[src/rtl/control_seq_pkg.sv]
// Shared types and constants for the registered control sequencer:
// ALU op and opcode encodings, FSM states and the control word.
package control_seq_pkg;

    localparam int unsigned ALU_W = 3;
    localparam int unsigned OPC_W = 3;

    localparam logic [ALU_W-1:0] ALU_ADD  = 3'b000;
    localparam logic [ALU_W-1:0] ALU_LSH  = 3'b001;
    localparam logic [ALU_W-1:0] ALU_OR   = 3'b010;
    localparam logic [ALU_W-1:0] ALU_AND  = 3'b011;
    localparam logic [ALU_W-1:0] ALU_XOR  = 3'b100;
    localparam logic [ALU_W-1:0] ALU_BEQ  = 3'b101;
    localparam logic [ALU_W-1:0] ALU_SET  = 3'b110;
    localparam logic [ALU_W-1:0] ALU_PASS = 3'b111;

    localparam logic [OPC_W-1:0] OP_COPY = 3'b000;
    localparam logic [OPC_W-1:0] OP_MEM  = 3'b001;
    localparam logic [OPC_W-1:0] OP_IMM  = 3'b010;
    localparam logic [OPC_W-1:0] OP_BEQ  = 3'b011;
    localparam logic [OPC_W-1:0] OP_ADD  = 3'b100;
    localparam logic [OPC_W-1:0] OP_XOR  = 3'b101;
    localparam logic [OPC_W-1:0] OP_AND  = 3'b110;
    localparam logic [OPC_W-1:0] OP_SET  = 3'b111;

    typedef enum logic [1:0] {
        IDLE    = 2'd0,
        ISSUE   = 2'd1,
        MEMWAIT = 2'd2
    } state_e;

    typedef struct packed {
        logic             branch;
        logic             mem_to_reg;
        logic             mem_write;
        logic             reg_write;
        logic             set_reg_read;
        logic             neg_addi;
        logic [1:0]       reg_dst;
        logic [1:0]       alu_src;
        logic [1:0]       lut_src;
        logic [ALU_W-1:0] alu_op;
    } ctrl_t;

    localparam ctrl_t BUBBLE = '{
        branch:       1'b0,
        mem_to_reg:   1'b0,
        mem_write:    1'b0,
        reg_write:    1'b0,
        set_reg_read: 1'b0,
        neg_addi:     1'b0,
        reg_dst:      2'b00,
        alu_src:      2'b00,
        lut_src:      2'b00,
        alu_op:       ALU_PASS
    };

    // Load (sub 00) and store (sub 01) are the only memory ops.
    function automatic logic is_mem(input logic [OPC_W-1:0] opcode, input logic [1:0] sub);
        return (opcode == OP_MEM) && (sub[1] == 1'b0);
    endfunction

endpackage

[src/rtl/control_seq_if.sv]
// Fetch handshake plus registered control bundle between fetch, sequencer and datapath.
interface control_seq_if #(
    parameter int unsigned MCODEBITS = 9,
    parameter int unsigned OPW       = 3
);
    logic                 instr_valid;
    logic [MCODEBITS-1:0] instr;
    logic                 instr_ready;
    logic                 flush;

    logic                 ctrl_valid;
    logic                 Branch;
    logic                 MemtoReg;
    logic                 MemWrite;
    logic                 RegWrite;
    logic                 setRegRead;
    logic                 negAddi;
    logic [1:0]           RegDst;
    logic [1:0]           ALUSrc;
    logic [1:0]           LUTSrc;
    logic [OPW-1:0]       ALUOp;

    modport master (
        output instr_valid, instr, flush,
        input  instr_ready, ctrl_valid, Branch, MemtoReg, MemWrite, RegWrite,
               setRegRead, negAddi, RegDst, ALUSrc, LUTSrc, ALUOp
    );

    modport slave (
        input  instr_valid, instr, flush,
        output instr_ready, ctrl_valid, Branch, MemtoReg, MemWrite, RegWrite,
               setRegRead, negAddi, RegDst, ALUSrc, LUTSrc, ALUOp
    );
endinterface

[src/rtl/control_seq_decode.sv]
// Purely combinational ISA decode: machine code -> control word and memory-op flag.
module control_seq_decode
    import control_seq_pkg::*;
#(
    parameter int unsigned MCODEBITS = 9
) (
    input  logic [MCODEBITS-1:0] instr,
    output ctrl_t                ctrl,
    output logic                 mem_op
);

    logic [OPC_W-1:0] opcode;
    logic             unused_bits;

    assign opcode      = instr[MCODEBITS-1 -: OPC_W];
    assign unused_bits = ^instr[MCODEBITS-OPC_W-1:2];
    assign mem_op      = is_mem(opcode, instr[1:0]);

    // Every listed instruction writes a register unless it says otherwise.
    always_comb begin
        ctrl           = BUBBLE;
        ctrl.reg_write = 1'b1;
        case (opcode)
            OP_COPY: ctrl.reg_dst = 2'b00;
            OP_MEM: begin
                case (instr[1:0])
                    2'b00: begin
                        ctrl.reg_dst    = 2'b10;
                        ctrl.mem_to_reg = 1'b1;
                    end
                    2'b01: begin
                        ctrl.mem_write = 1'b1;
                        ctrl.reg_write = 1'b0;
                    end
                    2'b10: begin
                        ctrl.reg_dst = 2'b10;
                        ctrl.alu_src = 2'b11;
                        ctrl.alu_op  = ALU_OR;
                    end
                    default: begin
                        ctrl.reg_dst = 2'b10;
                        ctrl.alu_src = 2'b10;
                        ctrl.alu_op  = ALU_AND;
                    end
                endcase
            end
            OP_IMM: begin
                ctrl.reg_dst = 2'b10;
                ctrl.alu_src = 2'b10;
                if (instr[0]) begin
                    ctrl.alu_op   = ALU_ADD;
                    ctrl.lut_src  = 2'b10;
                    ctrl.neg_addi = 1'b1;
                end else begin
                    ctrl.alu_op  = ALU_LSH;
                    ctrl.lut_src = 2'b01;
                end
            end
            OP_BEQ: begin
                ctrl.branch    = 1'b1;
                ctrl.reg_write = 1'b0;
                ctrl.alu_op    = ALU_BEQ;
            end
            OP_ADD: begin
                ctrl.reg_dst = 2'b10;
                ctrl.alu_op  = ALU_ADD;
            end
            OP_XOR: begin
                ctrl.reg_dst = 2'b10;
                ctrl.alu_op  = ALU_XOR;
            end
            OP_AND: begin
                ctrl.reg_dst = 2'b10;
                ctrl.alu_op  = ALU_AND;
            end
            OP_SET: begin
                ctrl.reg_dst      = 2'b01;
                ctrl.alu_src      = 2'b01;
                ctrl.alu_op       = ALU_SET;
                ctrl.set_reg_read = 1'b1;
            end
        endcase
    end

endmodule

[src/rtl/control_seq.sv]
// Registered control sequencer: accepts decoded instructions, holds memory ops
// for MEM_LAT extra cycles, squashes on flush and keeps saturating perf counters.
module control_seq
    import control_seq_pkg::*;
#(
    parameter int unsigned OPW       = 3,
    parameter int unsigned MCODEBITS = 9,
    parameter int unsigned MEM_LAT   = 2,
    parameter int unsigned CNT_W     = 16
) (
    input  logic              Clk,
    input  logic              Reset,
    control_seq_if.slave      bus,
    output logic [CNT_W-1:0]  issue_cnt,
    output logic [CNT_W-1:0]  stall_cnt
);

    localparam int unsigned WAIT_W = (MEM_LAT > 1) ? $clog2(MEM_LAT + 1) : 1;

    state_e            state_q, state_d;
    logic [WAIT_W-1:0] wait_q, wait_d;
    ctrl_t             ctrl_q, ctrl_d;
    logic              valid_q, valid_d;
    logic [CNT_W-1:0]  issue_d, stall_d;
    ctrl_t             dec;
    logic              dec_mem;
    logic              accept;
    logic              stalled;

    control_seq_decode #(.MCODEBITS(MCODEBITS)) u_decode (
        .instr  (bus.instr),
        .ctrl   (dec),
        .mem_op (dec_mem)
    );

    assign bus.instr_ready = (state_q != MEMWAIT);
    assign accept          = bus.instr_valid & bus.instr_ready;
    assign stalled         = bus.instr_valid & ~bus.instr_ready;

    // Next state, next control word, wait countdown and counter updates.
    always_comb begin
        state_d = state_q;
        wait_d  = wait_q;
        ctrl_d  = BUBBLE;
        valid_d = 1'b0;
        issue_d = issue_cnt;
        stall_d = stall_cnt;

        if (stalled && (stall_cnt != '1)) begin
            stall_d = stall_cnt + CNT_W'(1);
        end

        case (state_q)
            IDLE, ISSUE: begin
                state_d = IDLE;
                if (accept) begin
                    state_d = ISSUE;
                    if (!bus.flush) begin
                        ctrl_d  = dec;
                        valid_d = 1'b1;
                        if (issue_cnt != '1) begin
                            issue_d = issue_cnt + CNT_W'(1);
                        end
                        // Load writeback is deferred to the last wait cycle.
                        if (dec_mem && (MEM_LAT > 0)) begin
                            state_d          = MEMWAIT;
                            wait_d           = WAIT_W'(MEM_LAT);
                            ctrl_d.reg_write = 1'b0;
                        end
                    end
                end
            end
            MEMWAIT: begin
                ctrl_d           = ctrl_q;
                valid_d          = 1'b1;
                ctrl_d.mem_write = 1'b0;
                wait_d           = wait_q - WAIT_W'(1);
                if (wait_q == WAIT_W'(1)) begin
                    state_d          = IDLE;
                    ctrl_d.reg_write = ctrl_q.mem_to_reg;
                end
            end
            default: state_d = IDLE;
        endcase
    end

    always_ff @(posedge Clk) begin
        if (Reset) begin
            state_q <= IDLE;
        end else begin
            state_q <= state_d;
        end
    end

    always_ff @(posedge Clk) begin
        if (Reset) begin
            wait_q    <= '0;
            ctrl_q    <= BUBBLE;
            valid_q   <= 1'b0;
            issue_cnt <= '0;
            stall_cnt <= '0;
        end else begin
            wait_q    <= wait_d;
            ctrl_q    <= ctrl_d;
            valid_q   <= valid_d;
            issue_cnt <= issue_d;
            stall_cnt <= stall_d;
        end
    end

    assign bus.ctrl_valid = valid_q;
    assign bus.Branch     = ctrl_q.branch;
    assign bus.MemtoReg   = ctrl_q.mem_to_reg;
    assign bus.MemWrite   = ctrl_q.mem_write;
    assign bus.RegWrite   = ctrl_q.reg_write;
    assign bus.setRegRead = ctrl_q.set_reg_read;
    assign bus.negAddi    = ctrl_q.neg_addi;
    assign bus.RegDst     = ctrl_q.reg_dst;
    assign bus.ALUSrc     = ctrl_q.alu_src;
    assign bus.LUTSrc     = ctrl_q.lut_src;
    assign bus.ALUOp      = OPW'(ctrl_q.alu_op);

endmodule

[src/flat_wrapper.sv]
// flat-port wrapper written by rule: the top's interface ports become plain ports
module control_seq_flat import control_seq_pkg::*;
#(
    parameter int unsigned OPW       = 3,
    parameter int unsigned MCODEBITS = 9,
    parameter int unsigned MEM_LAT   = 2,
    parameter int unsigned CNT_W     = 16
)
  (Clk, Reset, issue_cnt, stall_cnt, bus_instr_valid, bus_instr, bus_flush, bus_instr_ready, bus_ctrl_valid, bus_Branch, bus_MemtoReg, bus_MemWrite, bus_RegWrite, bus_setRegRead, bus_negAddi, bus_RegDst, bus_ALUSrc, bus_LUTSrc, bus_ALUOp);
  control_seq_if #(.MCODEBITS(MCODEBITS), .OPW(OPW)) bus_i ();
  input  logic Clk;
  input  logic Reset;
  output logic [CNT_W-1:0] issue_cnt;
  output logic [CNT_W-1:0] stall_cnt;
  input wire logic [$bits(bus_i.instr_valid)-1:0] bus_instr_valid;
  input wire logic [$bits(bus_i.instr)-1:0] bus_instr;
  input wire logic [$bits(bus_i.flush)-1:0] bus_flush;
  output wire logic [$bits(bus_i.instr_ready)-1:0] bus_instr_ready;
  output wire logic [$bits(bus_i.ctrl_valid)-1:0] bus_ctrl_valid;
  output wire logic [$bits(bus_i.Branch)-1:0] bus_Branch;
  output wire logic [$bits(bus_i.MemtoReg)-1:0] bus_MemtoReg;
  output wire logic [$bits(bus_i.MemWrite)-1:0] bus_MemWrite;
  output wire logic [$bits(bus_i.RegWrite)-1:0] bus_RegWrite;
  output wire logic [$bits(bus_i.setRegRead)-1:0] bus_setRegRead;
  output wire logic [$bits(bus_i.negAddi)-1:0] bus_negAddi;
  output wire logic [$bits(bus_i.RegDst)-1:0] bus_RegDst;
  output wire logic [$bits(bus_i.ALUSrc)-1:0] bus_ALUSrc;
  output wire logic [$bits(bus_i.LUTSrc)-1:0] bus_LUTSrc;
  output wire logic [$bits(bus_i.ALUOp)-1:0] bus_ALUOp;
  assign bus_i.instr_valid = bus_instr_valid;
  assign bus_i.instr = bus_instr;
  assign bus_i.flush = bus_flush;
  assign bus_instr_ready = bus_i.instr_ready;
  assign bus_ctrl_valid = bus_i.ctrl_valid;
  assign bus_Branch = bus_i.Branch;
  assign bus_MemtoReg = bus_i.MemtoReg;
  assign bus_MemWrite = bus_i.MemWrite;
  assign bus_RegWrite = bus_i.RegWrite;
  assign bus_setRegRead = bus_i.setRegRead;
  assign bus_negAddi = bus_i.negAddi;
  assign bus_RegDst = bus_i.RegDst;
  assign bus_ALUSrc = bus_i.ALUSrc;
  assign bus_LUTSrc = bus_i.LUTSrc;
  assign bus_ALUOp = bus_i.ALUOp;
  control_seq #(.OPW(OPW), .MCODEBITS(MCODEBITS), .MEM_LAT(MEM_LAT), .CNT_W(CNT_W)) u_core (.Clk(Clk), .Reset(Reset), .bus(bus_i), .issue_cnt(issue_cnt), .stall_cnt(stall_cnt));
endmodule
[config.mk]
export PLATFORM = sky130hd
export DESIGN_NAME = control_seq_flat
export DESIGN_NICKNAME = d
export VERILOG_FILES = /design/src/rtl/control_seq_pkg.sv /design/src/rtl/control_seq_if.sv /design/src/rtl/control_seq_decode.sv /design/src/rtl/control_seq.sv /design/src/flat_wrapper.sv
export SDC_FILE = /design/constraint.sdc
export NUM_CORES = 1
export LEC_CHECK = 0
export BUFFER_PORTS_ARGS = -buffer_cell sky130_fd_sc_hd__buf_2
export CAP_MARGIN = 20
export CORE_AREA = 5 5 71 73
export CTS_BUF_LIST = sky130_fd_sc_hd__clkbuf_8
export CTS_CLUSTER_DIAMETER = 40
export DETAILED_ROUTE_END_ITERATION = 12
export DIE_AREA = 0 0 76 78
export GPL_ROUTABILITY_DRIVEN = 0
export PLACE_DENSITY = 0.95
export RECOVER_POWER = 100
export SLEW_MARGIN = 15
export SYNTH_ARGS = -nofsm -noshare
export SYNTH_HDL_FRONTEND = slang
export SYNTH_SLANG_ARGS = --single-unit
export TNS_END_PERCENT = 10
[constraint.sdc]
create_clock -name Clk -period 5.9 [get_ports Clk]
set_input_delay 0 -clock Clk [delete_from_list [all_inputs] [get_ports Clk]]
set_output_delay 0 -clock Clk [all_outputs]
set_load 0.01 [all_outputs]
**Word level (Yosys, flattened, before mapping)**

Cells that the tools add are included.

- Eq/ne operators: 19
- $add $sub $neg: 3
- Mux-type cells: 33
- Bitwise gates (word level): 5
- Reductions and logical operators: 10

Operators with widths:

| kind | number |
|---|---|
| adder 16 x 1 -> 16 bit, second input constant | 2 |
| != test 16 bit, second input constant | 2 |
| 2-to-1 mux 15 bit | 2 |
| one-hot mux 15 bit (2 select lines) | 1 |
| 2-to-1 mux 2 bit | 11 |
| one-hot mux 3 bit (7 select lines) | 1 |
| == test 3 bit, second input constant | 4 |
| one-hot mux 2 bit (2 select lines) | 3 |
| one-hot mux 2 bit (3 select lines) | 2 |
| 2-to-1 mux 1 bit | 9 |
| AND reduction 4 bit | 2 |
| == test 2 x 1 -> 1 bit, second input constant | 3 |
| == test 3 x 2 -> 1 bit, second input constant | 2 |
| != test 2 x 1 -> 1 bit, second input constant | 3 |
| one-hot mux 3 bit (2 select lines) | 1 |
| 2-to-1 mux 5 bit | 1 |
| == test 2 bit, second input constant | 2 |
| logical NOT 2 bit | 2 |
| != test 2 bit, second input constant | 2 |
| one-hot mux 1 bit (2 select lines) | 2 |
| OR reduction 2 bit | 2 |
| OR reduction 4 bit | 1 |
| == test 3 x 1 -> 1 bit, second input constant | 1 |
| inverter 1 bit | 3 |
| 4 further kinds | 6 |

- Bits in registers: 52
- Logic and storage cells: 85
- Input port bits: 13
- Output and inout bits: 49

**Longest topological paths before layout**

- Depth after elaboration: 7
- Gate-level depth with buffers: 6
- Depth with buffers taken out: 5

**By module**

From an unflattened synthesis, not the netlist that was laid out.

- Cell total of the unflattened synthesis: 290
- Area, all modules: 2523.7 µm²

By module, submodules not included:

| module | sequential area each (µm²) | cells each | area each (µm²) | times used |
|---|---|---|---|---|
| control_seq | 1041.0 | 259 | 2297.2 | 1 |
| control_seq_decode | 0.0 | 31 | 226.5 | 1 |

**Worst setup path before layout**

No wires, ideal clock.

- Path type: reg-to-reg
- Start point: register u_core.stall_cnt[0]
- End point: register u_core.stall_cnt[3]
- Stages on the path, launching flop included: 6
- Period minus slack after synthesis: 1.952 ns
- Data required time: 5.829 ns
- Library setup time: 0.071 ns
- Path buffers: 0
- Setup slack: 3.948 ns
- Arrival: 1.881 ns
- Cell sequence: dfxtp_1 -> ha_1 -> nand4_1 -> nor4_1 -> o21ai_0 -> a21oi_1

- Word-level cells in the longest chain between the ends: 2
- Elaborated cells between the ends (all ways): 3
- Those cells by class: add/sub (1); eq/ne (1); reduce/logical (1)

RTL lines:

| item | RTL line | source |
|---|---|---|
| from (decl) | control_seq.sv:15 | `output logic [CNT_W-1:0] stall_cnt` |
| from (signal assigned) | control_seq.sv:107 | `stall_cnt <= stall_d;` |
| branches (longest 2 deep; another with adder 16 x 1 -> 16 bit) | -- |  |

Several ways; the timed one is not identified.
A chain may end at the register's enable or synchronous reset.

**Final worst setup path**

- Start point: register u_core.issue_cnt[0]
- End point: register u_core.issue_cnt[15]

- Word-level cells in the longest chain between the ends: 2
- Elaborated cells between the ends (all ways): 3
- Those cells by class: add/sub (1); eq/ne (1); reduce/logical (1)

RTL lines:

| item | RTL line | source |
|---|---|---|
| from (decl) | control_seq.sv:14 | `output logic [CNT_W-1:0] issue_cnt,` |
| from (signal assigned) | control_seq.sv:106 | `issue_cnt <= issue_d;` |
| branches (longest 2 deep; another with adder 16 x 1 -> 16 bit) | -- |  |

Several ways; the timed one is not identified.

==> results.md <==
* Commonest non-fill, non-tap cell in the layout: dfxtp_1
* CTS Sinks at 51
* Io pins at 62
* Outcome: finished with violations
* Wire per inst at 15.3 um
* Arrival time of the worst setup path at 3110 ps
* Number of nets with antenna violations after detailed routing at 0
* Setup WS post-layout at 2990 ps
* Cell leakage power at 0.907 nW
* Post-synthesis compound-gate area fraction at 19.3%
* Total clock buffers created by CTS at 5
* Pin count of the biggest net entering global routing at 49
* DRC violations left at 0
* Slew headroom at -32.7%
* Post-Synthesis Net Count at 314
* Worst Hold Slack at 8.01 ps
* Setup Total Neg Slack at 0 ps
* Width of the die at 76 um
* HPWL after detailed placement at 4.27 mm
* Routed WL at 6.06 mm
* Number of flops mapped to enable cells by yosys at 0
* Critical R2R Capture: u_core.issue_cnt[15]$_SDFFE_PP0P_
* Critical path capture point type: flop
* Main flop type after synthesis: dfxtp_1
* Post-Synth Adder-Cell Area at 3.03%
* Fillers at 407
* Inserted Diodes at 0
* Effective utilization at floorplan at 57.7%
* Drt via density at 6.28
* All-layer global routing usage at 20.2%
* Register bit total from synthesis at 51
* Critical-path maximum fanout at 16
* Antenna violations before repair at 0
* Min cycle time layout at 2910 ps
* Cell area after synthesis at 2480 um^2
* Proportion of synthesized area in mux cells at 2.22%
* Power density cells at 209 nW/um^2
* Number of endpoints with negative hold slack in the final report at 0
* Worst Min Path Start: bus_instr[0]
* Placeable core area at 4290 um^2
* Share of async-settable or async-resettable flops after synthesis at 0%
* Post-cts repair resize count at 0
* Clock Skews at 2.11 ps
* Fraction of layout cells with a size suffix above 1 at 5.22%
* Worst hold path class: in2reg
* Clock network latency to the later pin of the worst-skew pair at 300 ps
* Maximum frequency from static timing analysis at 0.343 GHz
* Critical Path Source Type: flop
* Leftover overflow at the end of global routing at 0
* Share of synthesized area occupied by flip-flops and latches at 41.2%
* Number of global-route vias before repair at 2347
* Cells after synthesis at 295
* Max-Cap Viols at 1
* Hold EP: u_core.bus.LUTSrc[1]$_SDFFE_PP0N_
* Clock slew at reported path FFs at 90 ps
* Global-route wire length before repair at 10.3 mm
* Unrepaired setup endpoints after global routing: false
* Depth of the worst register-to-register path at 5
* Die Outline Area at 5930 um^2
* Initial DRT Pass Iterations at 4
* Maximum buffer depth of the clock tree at 2
* Number of distinct library cells after synthesis at 46
* Clock tree from TritonCTS: yes
* Dominant combinational cell family by area after synthesis: simple AND/OR/NAND/NOR gates
* Post-Route Utilization at 65.1%
* Relative area change from synthesis to final layout at 12.8%
* Share of synthesized cell area in and, or, nand and nor gates at 29.5%
* Pre-CTS setup slack at 3580 ps
* Die Y-Extent at 78 um
* Violated checks: capacitance limit, slew limit
* Category of the critical setup timing path: reg2reg
* VDD IR max at 0.000115 V
* Pins Over Slew Limit at 17
* Number of buffers added for setup after CTS at 0
* Count of endpoints failing setup in the final report at 0
* Overall via count from detail_route at 2494
* Iteration-0 DRC count of the detailed router at 175
* Critical register-to-register path startpoint: u_core.issue_cnt[0]$_SDFFE_PP0P_
* Number of H-tree branching levels at 2
* Final critical-path share of the clock period at 49.4%
* Num rows at 24
* Transition at the pin with the smallest max-transition slack at 1970 ps
* Data required, critical path at 6090 ps
* WHS Path Cells at 3
* Root Buffer: clkbuf_8
* Most used cells in the layout excluding fill and tap cells: 51 x dfxtp_1, 50 x clkbuf_1, 32 x a21oi_1
* Port bufs at 57
* Avg Cell Area, Syn at 8.40 um^2
* Number of nets in the final layout at 364
* Tot Pwr at 0.000585 W
* Warnings from Yosys at 0
* Xor and xnor fraction of the mapped netlist area at 0.353%
* Worst setup slack for register-to-register paths at 2990 ps
==> what timing repair did <==
action / CTS / global route
hold endpoints to repair: 1 / 0
hold buffers: 1 / 0
setup endpoints to repair: 0 / 0
==> synth_stat cells, drive strengths merged, types with 2 or more instances <==
library cell | n | area, um^2
nor2b | 6 | 37.5
a2bb2oi | 3 | 26.3
a31oi | 3 | 18.8
or4 | 14 | 109
nand2 | 24 | 90.1
nor3 | 6 | 30.0
o31ai | 15 | 113
nand3 | 12 | 60.1
nor3b | 2 | 15.0
o41ai | 2 | 17.5
and3 | 5 | 31.3
a21oi | 32 | 160
inv | 10 | 37.5
nor2 | 13 | 48.8
nand3b | 3 | 22.5
ha | 6 | 75.1
nand2b | 4 | 25.0
buf | 7 | 33.8
clkbuf | 9 | 33.8
or3 | 10 | 62.6
nor4 | 7 | 50.1
dfxtp | 51 | 1020
and4 | 2 | 17.5
nand4 | 16 | 100
mux2 | 4 | 45.0
o21ai | 13 | 65.1
==> where the power goes <==
| group | internal (W) | leakage (nW) | switching, W |
|---|---|---|---|
| registers | 0.000347 | 0.412 | 0.00000232 |
| clock network | 0.0000922 | 0.0470 | 0.000110 |
| logic | 0.0000109 | 0.448 | 0.0000225 |
==> worst max path at each step <==
stage,startpoint,endpoint,slack [ps]
after floorplan,u_core.stall_cnt[0]$_SDFFE_PP0P_,u_core.stall_cnt[3]$_SDFFE_PP0P_,3950
after global placement,u_core.stall_cnt[0]$_SDFFE_PP0P_,u_core.stall_cnt[6]$_SDFFE_PP0P_,3640
after detailed placement,u_core.stall_cnt[1]$_SDFFE_PP0P_,u_core.stall_cnt[3]$_SDFFE_PP0P_,3580
after CTS,u_core.stall_cnt[0]$_SDFFE_PP0P_,u_core.stall_cnt[3]$_SDFFE_PP0P_,3550
after global routing,u_core.issue_cnt[7]$_SDFFE_PP0P_,u_core.issue_cnt[11]$_SDFFE_PP0P_,2670
final,u_core.issue_cnt[0]$_SDFFE_PP0P_,u_core.issue_cnt[15]$_SDFFE_PP0P_,2990
==> critical path, cell delays in order, from the launching register on <==
cell     delay, ps
dfxtp_1        420
ha_1           200
nand3_1        110
nor4_1        1550
nor4_1         140
mux2_1         390
==> stage by stage <==
step | area (um^2) | cells
after CTS | 2870 | 397
after global routing | 2800 | 397
after floorplan | 2480 | 295
final | 2800 | 397
after global placement | 2770 | 389
after detailed placement | 2770 | 389
==> layer usage <==
metal / up-vias / wire length (um) / global-route usage, %
met5: - / 0 / 0
met3: 9 / 344 / 4.51
li1: 1215 / - / -
met4: 0 / 101 / 8.01
met1: 1200 / 2600 / 23.3
met2: 70 / 3020 / 36.1
==> cell type report <==
type                       count  area, um^2  area share, %
sequential                    51        1020           36.5
multi-input combinational    217        1340           48.0
clock inverter                 1        5.00          0.179
inverter                      11        41.3           1.48
timing repair buffer          59         238           8.50
tap                           52        65.1           2.33
clock buffer                   6        82.6           2.95
==> registers in the layout, indices dropped and copies added, names as in the netlist, 2 cells and up <==
signal	cells
u_core.bus.ALUOp	3
u_core.bus.ALUSrc	2
u_core.bus.LUTSrc	2
u_core.bus.RegDst	2
u_core.issue_cnt	16
u_core.stall_cnt	16
u_core.state_q	2
u_core.wait_q	2
==> logic make-up after synthesis <==
logic type | Yosys count
XOR/XNOR | 1
flip-flops | 51
AND/OR/NAND/NOR | 128
multiplexers | 5
AO/OA/AOI/OAI | 77
adder cells (fa/ha/maj) | 6
buffers and inverters | 27
Power figures use the tool's default switching activity.
